<file path="src/rtl/intr_handler_mc.sv">
// intr_handler_mc: round-robin multi-channel interrupt handler with ack timeout and service-length capture
module intr_handler_mc #(
  parameter int NUM_CH  = 4,
  parameter int ID_W    = 2,
  parameter int CNT_W   = 4,
  parameter int TIMEOUT = 10
) (
  input  logic              clock,
  input  logic              reset,
  input  logic [NUM_CH-1:0] eql,
  input  logic [NUM_CH-1:0] mask,
  input  logic              cont_eql,
  output logic              ackout,
  output logic              enable_count,
  output logic [ID_W-1:0]   grant_id,
  output logic [2:0]        state_o,
  output logic [CNT_W-1:0]  svc_len,
  output logic              timeout_err
);
  typedef enum logic [2:0] {
    INIT = 3'd0, WAIT = 3'd1, ENIN = 3'd2, ENIN_W = 3'd3,
    INTR = 3'd4, INTR_1 = 3'd5, INTR_W = 3'd6
  } state_t;
  localparam logic [ID_W:0] NCH = (ID_W+1)'(NUM_CH);
  state_t state, state_nx;
  logic [CNT_W-1:0] cnt;
  logic [ID_W-1:0] rr_ptr, off, pick, gid_inc;
  logic [ID_W:0] sum;
  logic [NUM_CH-1:0] active, rot;
  logic req_g, rereq, tmo;
  assign active  = eql & ~mask;
  // rot[k] is the request k positions above rr_ptr, so the lowest set bit wins
  assign rot     = NUM_CH'({active, active} >> rr_ptr);
  assign sum     = {1'b0, rr_ptr} + {1'b0, off};
  assign pick    = sum >= NCH ? ID_W'(sum - NCH) : ID_W'(sum);
  assign gid_inc = grant_id == ID_W'(NUM_CH-1) ? '0 : grant_id + 1'b1;
  assign req_g   = eql[grant_id];
  assign rereq   = eql[grant_id] & ~mask[grant_id];
  assign tmo     = cnt == CNT_W'(TIMEOUT-1);
  always_comb begin
    off = '0;
    for (int k = NUM_CH-1; k >= 0; k--) if (rot[k]) off = ID_W'(k);
  end
  always_ff @(posedge clock) state <= reset ? INIT : state_nx;
  always_comb begin
    case (state)
      INIT:    state_nx = WAIT;
      WAIT:    state_nx = |active ? ENIN : WAIT;
      ENIN:    state_nx = ENIN_W;
      ENIN_W:  state_nx = !req_g ? INTR : tmo ? WAIT : ENIN_W;
      INTR:    state_nx = cont_eql ? INTR : INTR_1;
      INTR_1:  state_nx = INTR_W;
      INTR_W:  state_nx = rereq ? ENIN : WAIT;
      default: state_nx = INIT;
    endcase
  end
  always_comb begin
    ackout       = state == ENIN;
    enable_count = state == ENIN_W || state == INTR;
    state_o      = state;
  end
  always_ff @(posedge clock) begin
    if (reset) begin
      cnt         <= '0;
      rr_ptr      <= '0;
      grant_id    <= '0;
      svc_len     <= '0;
      timeout_err <= 1'b0;
    end else begin
      timeout_err <= state == ENIN_W && req_g && tmo;
      if (state == WAIT && |active) grant_id <= pick;
      if (state == ENIN || (state == ENIN_W && !req_g)) cnt <= '0;
      else if (state == ENIN_W && !tmo) cnt <= cnt + 1'b1;
      else if (state == INTR && cont_eql && cnt != '1) cnt <= cnt + 1'b1;
      if (state == INTR && !cont_eql) svc_len <= cnt;
      if ((state == ENIN_W && req_g && tmo) || (state == INTR_W && !rereq)) rr_ptr <= gid_inc;
    end
  end
endmodule

</file>
<file path="config.mk">
export PLATFORM = sky130hd
export DESIGN_NAME = intr_handler_mc
export DESIGN_NICKNAME = d
export VERILOG_FILES = /design/src/rtl/intr_handler_mc.sv
export SDC_FILE = /design/constraint.sdc
export NUM_CORES = 1
export LEC_CHECK = 0
export CORE_MARGIN = 1
export CORE_UTILIZATION = 49
export DETAILED_ROUTE_END_ITERATION = 16
export GPL_TIMING_DRIVEN = 0
export PLACE_DENSITY = 0.88
export SLEW_MARGIN = 20
export SYNTH_ARGS = -nofsm -noshare
export SYNTH_HDL_FRONTEND = slang
export SYNTH_SLANG_ARGS = --single-unit
</file>
<file path="constraint.sdc">
create_clock -name clock -period 2.28 [get_ports clock]
set_clock_uncertainty 0.05 [all_clocks]
set_input_delay 0.342 -clock clock [delete_from_list [all_inputs] [get_ports clock]]
set_output_delay 0.342 -clock clock [all_outputs]
set_load 0.02 [all_outputs]
</file>
# [After elaboration in Yosys (flattened, before gate mapping)]
# Cells that the tools add are included.
[word_totals] ff_bits=16 latch_bits=0 ramBits=0 mem_bits_ro=0 in_bits=11 out_inout_bits=12 wordCells=64 memories=0
[classes] n_addsub=4 n_mul=0 div=0 order_cmp=2 n_eq_ne=9 n_shift=1 n_mux=18 bitwise=4 reduce_logical=20
[op_table] operator="$pmux 3 s7" count=1
[op_table] operator="$mux 2" count=9
[op_table] operator="$eq 3x3->1 const B" count=3
[op_table] operator="$logic_and 1x1->1" count=9
[op_table] operator="$mux 4" count=2
[op_table] operator="$shr 8x2->4" count=1
[op_table] operator="$eq 3x2->1 const B" count=2
[op_table] operator="$add 4x1->4 const B" count=1
[op_table] operator="$and 4x4->4" count=1
[op_table] operator="$bmux 1 s2" count=2
[op_table] operator="$eq 4x4->1 const B" count=1
[op_table] operator="$logic_not 1->1" count=4
[op_table] operator="$ne 4x4->1 const B" count=1
[op_table] operator="$not 4->4" count=1
[op_table] operator="$reduce_or 4->1" count=1
[op_table] operator="$add 2x2->3" count=1
[op_table] operator="$eq 3x1->1 const B" count=1
[op_table] operator="$ge 3x3->1 const B" count=1
[op_table] operator="$logic_not 3->1" count=1
[op_table] operator="$logic_or 1x1->1" count=3
[op_table] operator="$lt 2x3->1 const B" count=1
[op_table] operator="$mux 1" count=3
[op_table] operator="$mux 3" count=1
[op_table] operator="$add 2x1->2 const B" count=1
[op_table] operator="other kinds (6)" count=6

# [Longest topological paths before layout]
[logic_depth] word_depth=10 ltp_mapped=9 depth_no_buf=8

# [Least setup slack after synthesis]
# No wires, ideal clock.
[synth_timing] kind="input to register" from="in eql[2]" to="reg grant_id[1]" setup_time_ns=0.091 arrival_ns=1.742 required_ns=2.139 setup_slack_ns=0.397 cell_stages=7 n_path_buf=0 cell_sequence="nor2b_1 -> nor3_1 -> a311oi_1 -> o21ai_0 -> ha_1 -> or3_1 -> a311oi_1"
[synth_via] elab_chain_cells=9 elab_cells_between_ends=12 cone_classes="add/sub: 2; order compare: 1; shift: 1; mux: 5; bitwise: 1; reduce/logical: 2"
[synth_rtl] element="start, declared" line_no="10" source="input logic [NUM_CH-1:0] eql,"
[synth_rtl] element="$and 4x4->4 (*)" line_no="31" source="assign active = eql & ~mask;"
[synth_rtl] element="$shr 8x2->4" line_no="33" source="assign rot = NUM_CH'({active, active} >> rr_ptr);"
[synth_rtl] element="$mux 2 (4 in a row)" line_no="42" source="for (int k = NUM_CH-1; k >= 0; k--) if (rot[k]) off = ID_W'(k);"
[synth_rtl] element="$add 2x2->3" line_no="34" source="assign sum = {1'b0, rr_ptr} + {1'b0, off};"
[synth_rtl] element="$ge 3x3->1 or $sub 2x1->2 (tied branches)" line_no="35" source="assign pick = sum >= NCH ? ID_W'(sum - NCH) : ID_W'(sum);"
[synth_rtl] element="$mux 2" line_no="35"
[synth_rtl] element="end signal, assigned" line_no="71" source="if (state == WAIT && |active) grant_id <= pick;"
[synth_rtl] element="end, declared" line_no="15" source="output logic [ID_W-1:0] grant_id,"
# Every way passes the cells marked *; elsewhere a longest branch is shown, timed or not.
# A chain may end at the register's enable or synchronous reset.

# [Worst setup path after layout]
[layout_timing] from="reg state[0] (netlist: state_o[0])" to="out enable_count"
[layout_via] elab_chain_cells=2 elab_cells_between_ends=3 cone_classes="eq/ne: 2; reduce/logical: 1"
[layout_rtl] element="start, declared" line_no="25" source="state_t state, state_nx;"
[layout_rtl] element="start signal, assigned" line_no="44" source="always_ff @(posedge clock) state <= reset ? INIT : state_nx;"
[layout_rtl] element="$eq 3x2->1 or $eq 3x3->1 (tied branches)" line_no="59" source="enable_count = state == ENIN_W || state == INTR;"
[layout_rtl] element="$logic_or 1x1->1 (*)" line_no="59"
[layout_rtl] element="end, declared" line_no="14" source="output logic enable_count,"
# Marks and branches as above.

==> flow_metrics.py <==
metrics = {
    "floorplan": {
        "core_area_um2": 1962,
        "fp.dieArea_um2": 2270,
        "io_pins": 23,
        "placementRows": 16,
        "die_w_um": 47.65,
        "die_h_um": 47.65,
        "start_util_pct": 52.04,
    },
    "timing": {
        "timing.hold.ws_ps": 454.6,
        "report.final.hold_viol_count": 0,
        "fin_crit_sh_pct": 96.86,
        "grt_setup_unrepaired": "no",
        "fmax_mhz": 452.8,
        "setup_ws_ps": 71.64,
        "slew_headroom_pct": 68.06,
        "fin_crit_ps": 2208,
        "worst_pin_slew_ps": 477.3,
        "final_max_slew_viol_count": 0,
        "setup_violations": 0,
    },
    "logic_synthesis": {
        "yosys_most_used_dff": "dfxtp_1",
        "async_flop_share_pct": 0,
        "yosys.area.top_type_share_pct": 31.37,
        "synth_warnings": 0,
        "yosys-top-cells-area": "dfxtp_1 31%, mux2i_1 7.8%, nor2_1 7.0%, ha_1 4.9%, mux4_2 4.4%",
        "synth_edf_count": 0,
        "synth_top_cell_by_area": "dfxtp_1",
        "synth.net_count": 129,
        "ys_seq_elements": 16,
        "synth_commonest_cells": "19 x nor2_1, 16 x dfxtp_1, 8 x mux2i_1, 7 x nor2b_1, 6 x nand2_1",
        "yosysSeqAreaShare_pct": 31.37,
        "ys_types": 38,
        "synth_area_um2": 1021,
        "synthCells": 114,
        "synthMostInstantiatedCell": "nor2_1",
        "syn_area_per_cell_um2": 8.956,
    },
    "run_status": {
        "status": "finished, final reports clean",
    },
    "routing": {
        "drc": 0,
        "via_per_inst": 5.712,
        "vias": 971,
        "wire_per_inst_um": 14.25,
        "final_antenna_net_count": 0,
        "drt_wl_total_mm": 2.422,
        "first_pass_iters": 4,
        "drt_iter0_markers": 23,
    },
    "final_layout": {
        "area_growth_pct": 31.74,
        "drive_gt1_share_pct": 14.69,
        "nets": 159,
        "diodes": 0,
        "final_util_pct": 68.56,
        "stdcell_count": 170,
        "nFillCells": 177,
        "design_area_um2": 1345,
    },
    "worst_setup_path": {
        "startpoint_type": "register",
        "crit_arrival_ps": 1820,
        "ff2ff_path_depth": 7,
        "endpoint_kind": "primary output",
        "reg2reg_slack_ps": 240,
        "worstSetupPathType": "register to primary output",
        "r2r_start": "rr_ptr[0]",
        "crit_fanout": 10,
        "cp.required_ps": 1890,
        "crit_path_start": "state_o[0]",
        "worstReg2RegEnd": "grant_id[1]",
    },
    "global_route": {
        "grt_pass1_vias": 849,
        "grt_max_degree": 11,
        "grt_antenna_before_repair": 0,
        "grt_pass1_wl_mm": 3.539,
        "grtUsageTotal_pct": 22.06,
        "grt_overflow_total": 0,
    },
    "clock_network": {
        "clk_latency_ps": 290,
        "root_buffer": "clkbuf_4",
        "clkSinkCount": 16,
        "clockBufferDepth": 2,
        "cts_tree": "done",
        "htreeDepth": 1,
        "cts-buffers-inserted": 3,
        "cts.clk_slew.worst_paths_ps": 100,
    },
    "place": {
        "place_ws_ps": -331.4,
        "numPortBuffers": 22,
        "place_area_um2": 1275,
        "dp_hpwl_mm": 1.760,
        "dp_cells": 163,
        "gp_congestion": 0.8213,
    },
    "pwr": {
        "p_leak_nw": 0.4858,
        "power.density_nw_per_um2": 601.1,
        "ir_drop_uv": 356.1,
    },
    "min_path": {
        "holdCritPathClass": "register to register",
        "hold-path-cell-count": 2,
        "hold_start": "svc_len[2]",
        "min_to": "svc_len[2]",
    },
    "flow_run": {
        "max_cap_viol_count": 0,
    },
}
[routing by layer]
layer	part of all wire [%]	GRT usage, %	wire (um)
met5	0	0	0
met3	4.9	6.415	118
met2	49	38.36	1178
met4	0.50	5.000	12
met1	46	27.02	1112
[stage by stage]
stage / total power [mW] / setup TNS (ps)
2_1_floorplan: 0.5143 / 0
3_3_place_gp: 0.6012 / -240.2
3_5_place_dp: 0.6109 / -347.9
4_1_cts: 0.7990 / 0
5_1_grt: 0.8545 / 0
6_report: 0.8085 / 0
[cell families after synthesis]
family / after synthesis / synth area share [%]
adders and majority gates: 4 / 4.902
AOI/OAI and AO/OA: 23 / 19.00
DFF: 16 / 31.37
muxes: 10 / 12.25
and+or+nand+nor: 50 / 25.86
xor gates and xnor gates: 3 / 2.574
buffers and inverters: 8 / 4.044
[worst max-delay path by stage]
stage	end	slack [ps]	cells past startpoint
6_report	enable_count	70	3
2_1_floorplan	grant_id[1]	400	7
3_5_place_dp	grant_id[1]	-330	8
5_1_grt	grant_id[1]	3	8
4_1_cts	enable_count	30	3
3_3_place_gp	grant_id[1]	-240	8
[registers in the layout, indices dropped and copies added, names as in the netlist]
register and count:
grant_id 2, svc_len 4, cnt 4, timeout_err 1, rr_ptr 2, state_o 3
[where the power goes]
group | switching, mW | internal (mW)
registers | 0.0364 | 0.301
clock network | 0.0923 | 0.0972
logic | 0.134 | 0.147
[worst max-delay path, stage by stage (launching register included)]
cell and delay (ps):
dfxtp_1 410, or3b_4 430, nand2_1 80, clkdlybuf4s50_1 600
[cell usage in the layout (no fill, tap or decap), types with 3 or more instances in the layout]
| cell type | n |
|---|---|
| a311oi_1 | 3 |
| mux2i_1 | 8 |
| buf_4 | 4 |
| inv_1 | 4 |
| nand2_1 | 6 |
| nand2b_1 | 3 |
| o211ai_1 | 3 |
| clkdlybuf4s50_1 | 22 |
| dfxtp_1 | 15 |
| nor2_1 | 19 |
| nor3_1 | 4 |
| a211oi_1 | 3 |
| ha_1 | 4 |
| o21ai_0 | 3 |
| clkbuf_4 | 3 |
| nor2b_1 | 5 |
[layout make-up]
type | instances | area (um2) | area share, %
flip-flops and latches | 16 | 321.6 | 23.91
repair buffers | 25 | 242.7 | 18.05
well taps | 27 | 33.78 | 2.512
clock buffers | 4 | 36.28 | 2.698
plain buffers | 4 | 26.28 | 1.953
multi-input cells | 90 | 669.4 | 49.77
inverters | 4 | 15.01 | 1.116
[repair_timing]
item | in CTS | in global routing
setup endpoints to repair | 1 | 2
buffers inserted | 0 | 3
hold buffers | 0 | 0
resized for setup | 1 | 4
pin swaps | 0 | 1
Power figures use the tool's default switching activity.
